### src/rtl/sprite_anim_render.sv
// Sprite renderer: walks a frame-ROM pixel address across the sprite window and
// sequences DEAD/ALIVE/DYING animation frames; pixel out one cycle after request.
module sprite_anim_render #(
  parameter int H_BITS         = 10,
  parameter int V_BITS         = 10,
  parameter int X_SIZE         = 32,
  parameter int Y_SIZE         = 32,
  parameter int GRAY_BITS      = 4,
  parameter int NUM_FRAMES     = 2,
  parameter int DESTROY_FRAMES = 3,
  parameter int FRAME_HOLD     = 8,
  localparam int PIX = X_SIZE * Y_SIZE,
  localparam int AW  = (PIX > 1) ? $clog2(PIX) : 1,
  localparam int FW  = $clog2(NUM_FRAMES + DESTROY_FRAMES)
) (
  input  logic                   clk_vga,
  input  logic                   rst,
  input  logic                   v_sync_i,
  input  logic [H_BITS-1:0]      req_x_addr_i,
  input  logic [V_BITS-1:0]      req_y_addr_i,
  input  logic [H_BITS-1:0]      x_pos_i,
  input  logic [V_BITS-1:0]      y_pos_i,
  input  logic                   spawn_i,
  input  logic                   destroy_i,
  output logic                   rom_en_o,
  output logic [AW-1:0]          rom_addr_o,
  output logic [FW-1:0]          rom_frame_o,
  input  logic [GRAY_BITS:0]     rom_data_i,
  output logic [3*GRAY_BITS-1:0] vga_rgb_o,
  output logic                   vga_alpha_o,
  output logic                   alive_o,
  output logic                   done_o
);

  localparam int MAXF = (NUM_FRAMES > DESTROY_FRAMES) ? NUM_FRAMES : DESTROY_FRAMES;
  localparam int IW   = (MAXF > 1) ? $clog2(MAXF) : 1;
  localparam int HW   = (FRAME_HOLD > 1) ? $clog2(FRAME_HOLD) : 1;

  localparam logic [IW-1:0]   NUM_LAST  = IW'(NUM_FRAMES - 1);
  localparam logic [IW-1:0]   DES_LAST  = IW'(DESTROY_FRAMES - 1);
  localparam logic [HW-1:0]   HOLD_LAST = HW'(FRAME_HOLD - 1);
  localparam logic [AW-1:0]   PIX_LAST  = AW'(PIX - 1);
  localparam logic [H_BITS:0] X_EXT     = (H_BITS+1)'(X_SIZE);
  localparam logic [V_BITS:0] Y_EXT     = (V_BITS+1)'(Y_SIZE);

  typedef enum logic [1:0] {DEAD, ALIVE, DYING} state_t;

  state_t            state, state_n;
  logic [IW-1:0]     img_idx, img_n;
  logic [HW-1:0]     hold_cnt, hold_n;
  logic              done_n;
  logic [AW-1:0]     pix_cnt;
  logic [H_BITS-1:0] x_lat;
  logic [V_BITS-1:0] y_lat;
  logic              vs_q, vs_qq, frame_tick;
  logic              in_area, vis_d, hold_exp;
  logic [H_BITS:0]   x_end;
  logic [V_BITS:0]   y_end;

  always_ff @(posedge clk_vga or posedge rst) begin
    if (rst) begin
      vs_q  <= 1'b0;
      vs_qq <= 1'b0;
    end else begin
      vs_q  <= v_sync_i;
      vs_qq <= vs_q;
    end
  end

  assign frame_tick = vs_qq & ~vs_q;

  // One extra bit on the window end so a sprite at the screen edge never wraps.
  assign x_end = {1'b0, x_lat} + X_EXT;
  assign y_end = {1'b0, y_lat} + Y_EXT;

  assign in_area = (state != DEAD) &&
                   (req_x_addr_i >= x_lat) && ({1'b0, req_x_addr_i} < x_end) &&
                   (req_y_addr_i >= y_lat) && ({1'b0, req_y_addr_i} < y_end);

  assign rom_en_o   = in_area;
  assign rom_addr_o = pix_cnt;

  always_ff @(posedge clk_vga or posedge rst) begin
    if (rst) begin
      x_lat   <= '0;
      y_lat   <= '0;
      pix_cnt <= '0;
      vis_d   <= 1'b0;
    end else begin
      vis_d <= in_area;
      if (frame_tick) begin
        x_lat   <= x_pos_i;
        y_lat   <= y_pos_i;
        pix_cnt <= '0;
      end else if (in_area && (pix_cnt != PIX_LAST)) begin
        pix_cnt <= pix_cnt + 1'b1;
      end
    end
  end

  assign vga_alpha_o = vis_d & rom_data_i[GRAY_BITS];
  assign vga_rgb_o   = vis_d ? {3{rom_data_i[GRAY_BITS-1:0]}} : '0;

  always_ff @(posedge clk_vga or posedge rst) begin
    if (rst) begin
      state    <= DEAD;
      img_idx  <= '0;
      hold_cnt <= '0;
      done_o   <= 1'b0;
    end else begin
      state    <= state_n;
      img_idx  <= img_n;
      hold_cnt <= hold_n;
      done_o   <= done_n;
    end
  end

  assign hold_exp = frame_tick && (hold_cnt == HOLD_LAST);

  always_comb begin
    state_n = state;
    img_n   = img_idx;
    hold_n  = hold_cnt;
    done_n  = 1'b0;
    case (state)
      DEAD: begin
        if (spawn_i) begin
          state_n = ALIVE;
          img_n   = '0;
          hold_n  = '0;
        end
      end
      ALIVE: begin
        // destroy outranks both spawn and the frame tick
        if (destroy_i) begin
          state_n = DYING;
          img_n   = '0;
          hold_n  = '0;
        end else if (hold_exp) begin
          hold_n = '0;
          img_n  = (img_idx == NUM_LAST) ? '0 : img_idx + 1'b1;
        end else if (frame_tick) begin
          hold_n = hold_cnt + 1'b1;
        end
      end
      DYING: begin
        if (hold_exp) begin
          hold_n = '0;
          if (img_idx == DES_LAST) begin
            state_n = DEAD;
            img_n   = '0;
            done_n  = 1'b1;
          end else begin
            img_n = img_idx + 1'b1;
          end
        end else if (frame_tick) begin
          hold_n = hold_cnt + 1'b1;
        end
      end
      default: begin
        state_n = DEAD;
        img_n   = '0;
        hold_n  = '0;
      end
    endcase
  end

  always_comb begin
    alive_o     = 1'b0;
    rom_frame_o = '0;
    case (state)
      ALIVE: begin
        alive_o     = 1'b1;
        rom_frame_o = FW'(img_idx);
      end
      DYING: rom_frame_o = FW'(NUM_FRAMES) + FW'(img_idx);
      default: ;
    endcase
  end

endmodule

### config.mk
export PLATFORM = sky130hd
export DESIGN_NAME = sprite_anim_render
export DESIGN_NICKNAME = d
export VERILOG_FILES = /design/src/rtl/sprite_anim_render.sv
export SDC_FILE = /design/constraint.sdc
export NUM_CORES = 1
export LEC_CHECK = 0
export ABC_AREA = 1
export CORE_ASPECT_RATIO = 0.5
export CORE_UTILIZATION = 54
export CTS_BUF_LIST = sky130_fd_sc_hd__clkbuf_4 sky130_fd_sc_hd__clkbuf_8 sky130_fd_sc_hd__clkbuf_16
export CTS_CLUSTER_SIZE = 10
export DETAILED_ROUTE_END_ITERATION = 7
export GPL_ROUTABILITY_DRIVEN = 0
export PLACE_DENSITY = 0.92
export RECOVER_POWER = 100
export SLEW_MARGIN = 30
export SYNTH_ARGS = -nofsm -noshare
export SYNTH_HDL_FRONTEND = slang
export SYNTH_SLANG_ARGS = --single-unit
### constraint.sdc
create_clock -name clk_vga -period 3.3 [get_ports clk_vga]
set_clock_uncertainty 0.1 [all_clocks]
set_input_delay 0.33 -clock clk_vga [delete_from_list [all_inputs] [get_ports clk_vga]]
set_output_delay 0.33 -clock clk_vga [all_outputs]
set_load 0.01 [all_outputs]
# After elaboration in Yosys (flattened, before gate mapping)

Index checks and enable logic that the tools add are counted.

Add/subtract/negate cells: 6
Magnitude comparators: 4
Equality and inequality tests: 11
Mux-type cells: 25
Bitwise logic cells: 3
Reduce and logical (&&, ||, !) cells: 11

Operators with widths:

| cell                                                | number |
|---|---|
| adder 10 x 6 -> 11 bit, second input constant       | 2 |
| less-than comparator 10 x 11 -> 1 bit               | 2 |
| >= comparator 10 bit                                | 2 |
| two-way mux 10 bit                                  | 2 |
| two-way mux 2 bit                                   | 10 |
| two-way mux 12 bit                                  | 1 |
| two-way mux 3 bit                                   | 4 |
| case mux 2 bit (3 select lines)                     | 2 |
| adder 10 x 1 -> 10 bit, second input constant       | 1 |
| != test 10 bit, second input constant               | 1 |
| case mux 3 bit (3 select lines)                     | 1 |
| != test 2 bit, second input constant                | 4 |
| logical AND 1 bit                                   | 6 |
| case mux 3 bit (2 select lines)                     | 1 |
| equality test 2 x 1 -> 1 bit, second input constant | 2 |
| equality test 2 bit, second input constant          | 2 |
| two-way mux 1 bit                                   | 4 |
| AND reduction 4 bit                                 | 1 |
| nonzero test 2 bit                                  | 2 |
| adder 2 x 2 -> 3 bit, first input constant          | 1 |
| adder 3 x 1 -> 3 bit, second input constant         | 1 |
| equality test 3 bit, second input constant          | 1 |
| != test 3 bit, second input constant                | 1 |
| AND reduction 3 bit                                 | 1 |
| 4 further kinds                                     | 5 |

Bits in registers: 41
Input bits: 50
Logic and storage cells: 70

# Depth between registers and ports, before layout

Depth after elaboration: 8
Mapped depth: 14
Gate-level depth less buffers: 14

# Worst setup path before layout

No wires, ideal clock.

Path kind: register -> output
Start point: reg y_lat[5]
End point: out rom_en_o
Arrival: 1.740 ns
Required time: 2.870 ns
Setup slack: 1.130 ns
Stages on the path, launching flop included: 11
Path buffers: 0
Path through: dfrtp_1 > ha_1 > inv_1 > ha_1 > nand2_1 > nor2_1 > nand4_1 > nor2_1 > nor2_8 > nand3_4 > inv_1

Cells in the longest elaborated chain, start to end: 3
Elaborated cells between the ends (all ways): 5

RTL lines:

| item                                                                              | RTL line | source |
|---|---|---|
| start, declared                                                                   | 54       | `logic [V_BITS-1:0] y_lat;` |
| start signal, assigned                                                            | 93       | `y_lat <= y_pos_i;` |
| adder 10 x 6 -> 11 bit / >= comparator 10 bit (equally long branches)             | 74, 78   |  |
| less-than comparator 10 x 11 -> 1 bit / logical AND 1 bit (equally long branches) | 78, 77   |  |
| logical AND 1 bit (*)                                                             | 78       | `(req_y_addr_i >= y_lat) && ({1'b0, req_y_addr_i} < y_end);` |
| end, declared                                                                     | 25       | `output logic rom_en_o,` |

Mark *: on every way between the ends. The rest lies on a longest branch, timed or not.

# Final worst setup path

Start point: reg y_lat[7]
End point: out rom_en_o

The elaborated chain is that of the path after synthesis.

==> qor.csv <==
stage,metric,value,unit
setup_path,cp_data_required_time,2870,ps
drt,route.antenna.remaining_nets,0,
timing,tightest_pin_transition,1050,ps
timing,post_route_setup_tns,0,ps
layout,most-common-layout-cells,"nand2_1 (94), inv_1 (65), clkdlybuf4s50_1 (48)",
logic_synthesis,synthFlopType,dfrtp_1,
layout,syn2layout_area_growth,30.1,%
logic_synthesis,post_synth_top_area_cell,dfrtp_1,
cts,ctsLongestPathBuffers,2,
placement,port_buffers,78,
layout,final.fill_count,372,
setup_path,reg2reg_depth,14,
logic_synthesis,ys_seq_area_share,33.5,%
cts,total_cts_buffers,5,
cts,cts_max_level,2,
timing,holdWs,300,ps
cts,cts-root-buf,clkbuf_16,
hold_path,hold_path.class,reg -> reg,
logic_synthesis,post_synthesis_area_per_instance,7.76,µm²
setup_path,crit_fanout,4,
logic_synthesis,async_reset_ff_share,100,%
logic_synthesis,number_of_enable_type_register_cells_in_the_synthesized_netlist,0,
global_route,grt_antenna_before_repair,0,
setup_path,critical_path_arrival,2620,ps
setup_path,critPathKind,reg -> out,
timing,slew_violations,0,
cts,cts.repair_timing.setup_buffer_count,0,
logic_synthesis,synth.distinct_cells,34,
hold_path,worstHoldPathCells,0,
power_and_ir_drop,report.power.total,1.80,mW
floorplan,initial_core_util,59.2,%
global_route,first_global_vias,2639,
drt,routedWlPerCell,13.2,µm
floorplan,boundaryPins,79,
logic_synthesis,synth_warnings,0,
drt,drt_iter0_markers,143,
power_and_ir_drop,power.ir.vdd_worst,0.348,mV
flow_run,drv.max_cap_violation_count,0,
floorplan,placement_row_count,18,
drt,drc,0,
logic_synthesis,syn_nets,484,
drt,route.detailed.vias_per_inst,5.13,
floorplan,die_area,6000,µm²
timing,rsz_0062_raised_after_global_routing,false,
logic_synthesis,yosys_reg_bits,41,
power_and_ir_drop,pwr_per_cell_area,452,nW/µm²
drt,first_pass_iters,4,
setup_path,crit_path_start_kind,flip-flop,
cts,holdBufCountCts,0,
power_and_ir_drop,total_leakage_power,2.13,nW
global_route,grt-ovfl-total,0,
global_route,track_usage,24.8,%
layout,drive_gt1_share,5.76,%
timing,hold_viol,0,
floorplan,dieWidth,109,µm
cts,clock_tree_from_tritoncts,done,
timing,period_needed,3050,ps
cts,worst_skew_pair.late_latency,280,ps
logic_synthesis,post_synth_instance_area,3060,µm²
layout,antennaDiodeCount,0,
timing,setup_ws,250,ps
timing,slew_margin_rel,29.9,%
layout,mostFrequentLayoutCell,nand2_1,
floorplan,area_of_the_core,5180,µm²
floorplan,die-height,55.3,µm
timing,endpoints_failing_setup,0,
logic_synthesis,synth.area.top_cells,"dfrtp_1 (33%), ha_1 (16%), nand2_1 (12%)",
drt,postRouteWirelength,7110,µm
logic_synthesis,synth.top_cell.area_share,33.5,%
cts,reg_clk_slew_reported_paths,60,ps
outcome,status,"complete, no violations",
global_route,grt_first_pass_wirelength,11700,µm
cts,cts-resized-gates,0,
placement,post-dp-hpwl,5230,µm
setup_path,worstSetupEndpointType,primary output,
timing,post-route-period-util,92.4,%
cts,clock_sinks,41,
timing,maximum_clock_frequency,328,MHz
logic_synthesis,syn_inst,395,
drt,dr_total_vias,2765,
placement,dp_worst_setup_slack,393,ps
setup_path,rrSetupSlack,580,ps
layout,fin_nets,557,
global_route,grt_start_max_net_pins,41,
[sequential cells by signal (all words and copies together) (netlist names), 2 cells and up]
signal / flops
state: 2
rom_addr_o: 10
img_idx: 2
y_lat: 10
hold_cnt: 3
x_lat: 10
[logic make-up after synthesis]
family / count (synthesis) / share of synthesized area [%]
buf+inv: 82 / 11.1
xor+xnor: 15 / 4.29
fa+ha+maj: 39 / 15.9
flops: 41 / 33.5
simple gates: 172 / 27.0
compound gates: 46 / 8.25
[path summary, 6_finish.rpt]
check / from / endpoint
max in group asynchronous: rst / y_lat[1]$_DFFE_PP0P_
worst min register to register: vs_q$_DFF_PP0_ / vs_qq$_DFF_PP0_
worst max register to register: y_lat[7]$_DFFE_PP0P_ / rom_addr_o[2]$_DFFE_PP0P_
worst min-delay path: vs_q$_DFF_PP0_ / vs_qq$_DFF_PP0_
min in group asynchronous: rst / x_lat[3]$_DFFE_PP0P_
worst max-delay path: y_lat[7]$_DFFE_PP0P_ / rom_en_o
[synthesized netlist by cell type, types with 3 or more instances]
library cell  number
a21o_1             3
nand3_1           31
a21oi_1           13
inv_1             65
xor2_1            11
ha_1              39
nor3_1             4
xnor2_1            4
nand4_1            4
nand2_1           94
o21ai_0           24
nor2_1            23
clkbuf_1           3
nor2_8             3
dfrtp_1           41
nand2_2            3
buf_4              8
[power by group]
part	switching, mW	leakage, nW	internal [mW]
logic	0.399	1.54	0.300
clock network	0.208	0.0696	0.278
registers	0.0495	0.529	0.569
[critical path: stages (launching register included)]
cell and delay, ps:
dfrtp_1 430, nand2_1 100, nor2_1 120, xor2_1 190, ha_1 280, a21o_1 160
nand3_1 70, nand2_1 60, clkinv_1 50, nand2_2 70, nor2_8 120, nand3_4 80
inv_1 80, clkdlybuf4s50_1 540
[stage by stage]
step                area [µm²]  utilization [%]  instances
global route              3990             77.0        539
global placement          3860             74.6        531
detailed placement        3860             74.6        531
CTS                       4010             77.4        539
floorplan                 3060                -        395
finish                    3990             77.0        539
[per-layer routing]
layer,vias to the layer above,GRT usage [%],wire (µm)
met5,-,0,0
met4,0,6.37,63
met3,6,4.84,336
met2,78,43.8,3560
met1,1286,31.1,3140
li1,1395,-,-
[area by class of cell]
type,count,area (µm²),share of cell area [%]
clock buffer,5,125,3.14
clock inverter,3,17.5,0.439
inverter,68,255,6.40
multi-input combinational,272,1680,42.2
sequential,41,1030,25.7
tap,70,87.6,2.20
timing repair buffer,80,792,19.9
No activity file was read; power rests on OpenSTA's default activity.
==> RTL change, RTL diff (same settings) <==
Encoding of `state_t`: now one-hot (3 bits for 3 states).
--- a/src/rtl/sprite_anim_render.sv
+++ b/src/rtl/sprite_anim_render.sv
@@ -45,3 +45,3 @@
 
-  typedef enum logic [1:0] {DEAD, ALIVE, DYING} state_t;
+  typedef enum logic [2:0] {DEAD = 3'b001, ALIVE = 3'b010, DYING = 3'b100} state_t;
 
Check against the original RTL: no difference found for any inputs over 10 cycles, from zero or initial values and one cycle with rst high; not proved beyond that.
==> RTL change against the original RTL <==
The flow now finishes with violations (max-capacitance violations, max-slew violations). Worst setup slack got worse by 0.035 ns. Final area decreased by 3.3%. Routed wire length decreased by 6.5%. Total power decreased by 7.3%. Sequential cell count increased by 1. Area after synthesis decreased by 2.0%. Die area decreased by 1.9%. Sequential share of layout area increased by 1.5 points. Largest cell class unchanged.
==> RTL change: results (changes against the original RTL) <==
Total Nets Final - 547 (-1.8%)
Largest vdd supply drop - 0.331 mV (-4.8%)
Total nets after synthesis - 476 (-1.7%)
Number of global-route vias before repair - 2,580 (-2.2%)
Max-slew violation count - 30 (+30)
Placement-stage cell area - 3780 um^2 (-2.1%)
Cell types occupying the most area after synthesis - sky130_fd_sc_hd__dfrtp_1, sky130_fd_sc_hd__ha_1, sky130_fd_sc_hd__nand2_1
Cells on worst reg2reg path - 14 (unchanged)
Final HPWL DP - 5.15 mm (-1.5%)
Maximum Capacitance Violations - 1 (+1)
Synth Area per Inst - 7.68 um^2 (-1.0%)
Overall Global Routing Usage - 24.6% (-0.20 points)
Power Internal - 1.07 mW (-6.8%)
Share of final-layout standard cells stronger than drive strength 1 - 6.05% (+0.29 points)
Post-DR vias/cell - 5.04 (-1.7%)
Routing usage on met2 - 47.7% (+4.0 points)
Complex-gate fraction of the synthesized area - 9.67% (+1.4 points)
Count of unique library cells instantiated by Yosys - 37 (+8.8%)
First-pass GRT wire length - 11.1 mm (-5.5%)
Violations in the final reports - max-capacitance violations, max-slew violations
Share of synthesized cell area in full adder, half adder and majority cells - 14.6% (-1.3 points)
Minimum setup slack after placement - 0.371 ns (-0.0215 ns)
Type of the most critical hold path - register to register
Sequential share of the synthesized area - 35.0% (+1.6 points)
Cell Count Post-Placement - 525 (-1.1%)
Largest stage delay on the critical path - 0.48 ns (-0.06 ns)
CTS clock-pin slew for the worst setup and hold paths - 0.08 ns (+0.02 ns)
Number of antenna cells inserted - 0 (unchanged)
Worst max-slew margin expressed relative to the limit - -5.41% (-35 points)
CP Data Arrival Time - 2.66 ns (+0.04 ns)
Pin count of the biggest net entering global routing - 49 (+20%)
Clk_lat worst skew - 0.30 ns (+0.02 ns)
Total leakage power - 1.98 nW (-7.3%)
Run status - finished, violations left
Fraction of synthesized cell area in xor and xnor cells - 2.33% (-2.0 points)
Total clock buffers created by CTS - 5 (unchanged)
Most instantiated cells after synthesis - sky130_fd_sc_hd__nand2_1, sky130_fd_sc_hd__inv_1, sky130_fd_sc_hd__dfrtp_1
Clock root buffer - sky130_fd_sc_hd__clkbuf_8
Met3 routing resource usage after global routing - 3.93% (-0.91 points)
Critical path's top delay family - simple AND/OR/NAND/NOR gates
Final wirelength - 6.65 mm (-6.5%)
Met1 usage in global routing - 29.6% (-1.4 points)
Timing startpoint of the critical path - x_lat[5]
==> RTL change: cell count changes after synthesis, sizes merged, moves of 4 or more <==
cell | unedited run | this run
inv | 67 | 58
nand2 | 97 | 102
xor2 | 11 | 4
nand3 | 34 | 26
o21ai | 24 | 30
ha | 39 | 35
a21oi | 15 | 20
==> RTL change: cell type report <==
class / count / area [um^2]
Clock inverter: 1 / 5.00
Timing Repair Buffer: 80 / 788
Inverter: 59 / 221
Tap cell: 70 / 87.6
Fill cell: 406 / 1280
Sequential cell: 42 / 1050
Clock buffer: 7 / 90.1
Multi-Input combinational cell: 274 / 1610
==> RTL change: path summary, 6_finish.rpt <==
| path | end | slack (ns) |
|---|---|---|
| worst max-delay path | rom_en_o | 0.21 |
| worst min-delay path | vs_qq | 0.27 |
| worst max register to register | rom_addr_o[3] | 0.40 |
| worst min register to register | vs_qq | 0.27 |
| max in group asynchronous | x_lat[9] | 0.96 |
| min in group asynchronous | rom_addr_o[7] | 0.34 |
==> RTL change: routing by layer <==
layer | vias to the layer above | wire length, um
met5 | - | 0
met4 | 0 | 60
met3 | 7 | 219
met2 | 45 | 3260
met1 | 1249 | 3110
li1 | 1387 | -
==> RTL change: power groups by stage <==
stage | sequential (mW) | clock [mW] | combinational (mW)
after CTS | 0.677 | 0.361 | 0.672
final | 0.673 | 0.354 | 0.644
after floorplan | 0.677 | 0 | 0.433
after global routing | 0.685 | 0.382 | 0.734
after global placement | 0.680 | 0 | 0.642
after detailed placement | 0.685 | 0 | 0.667
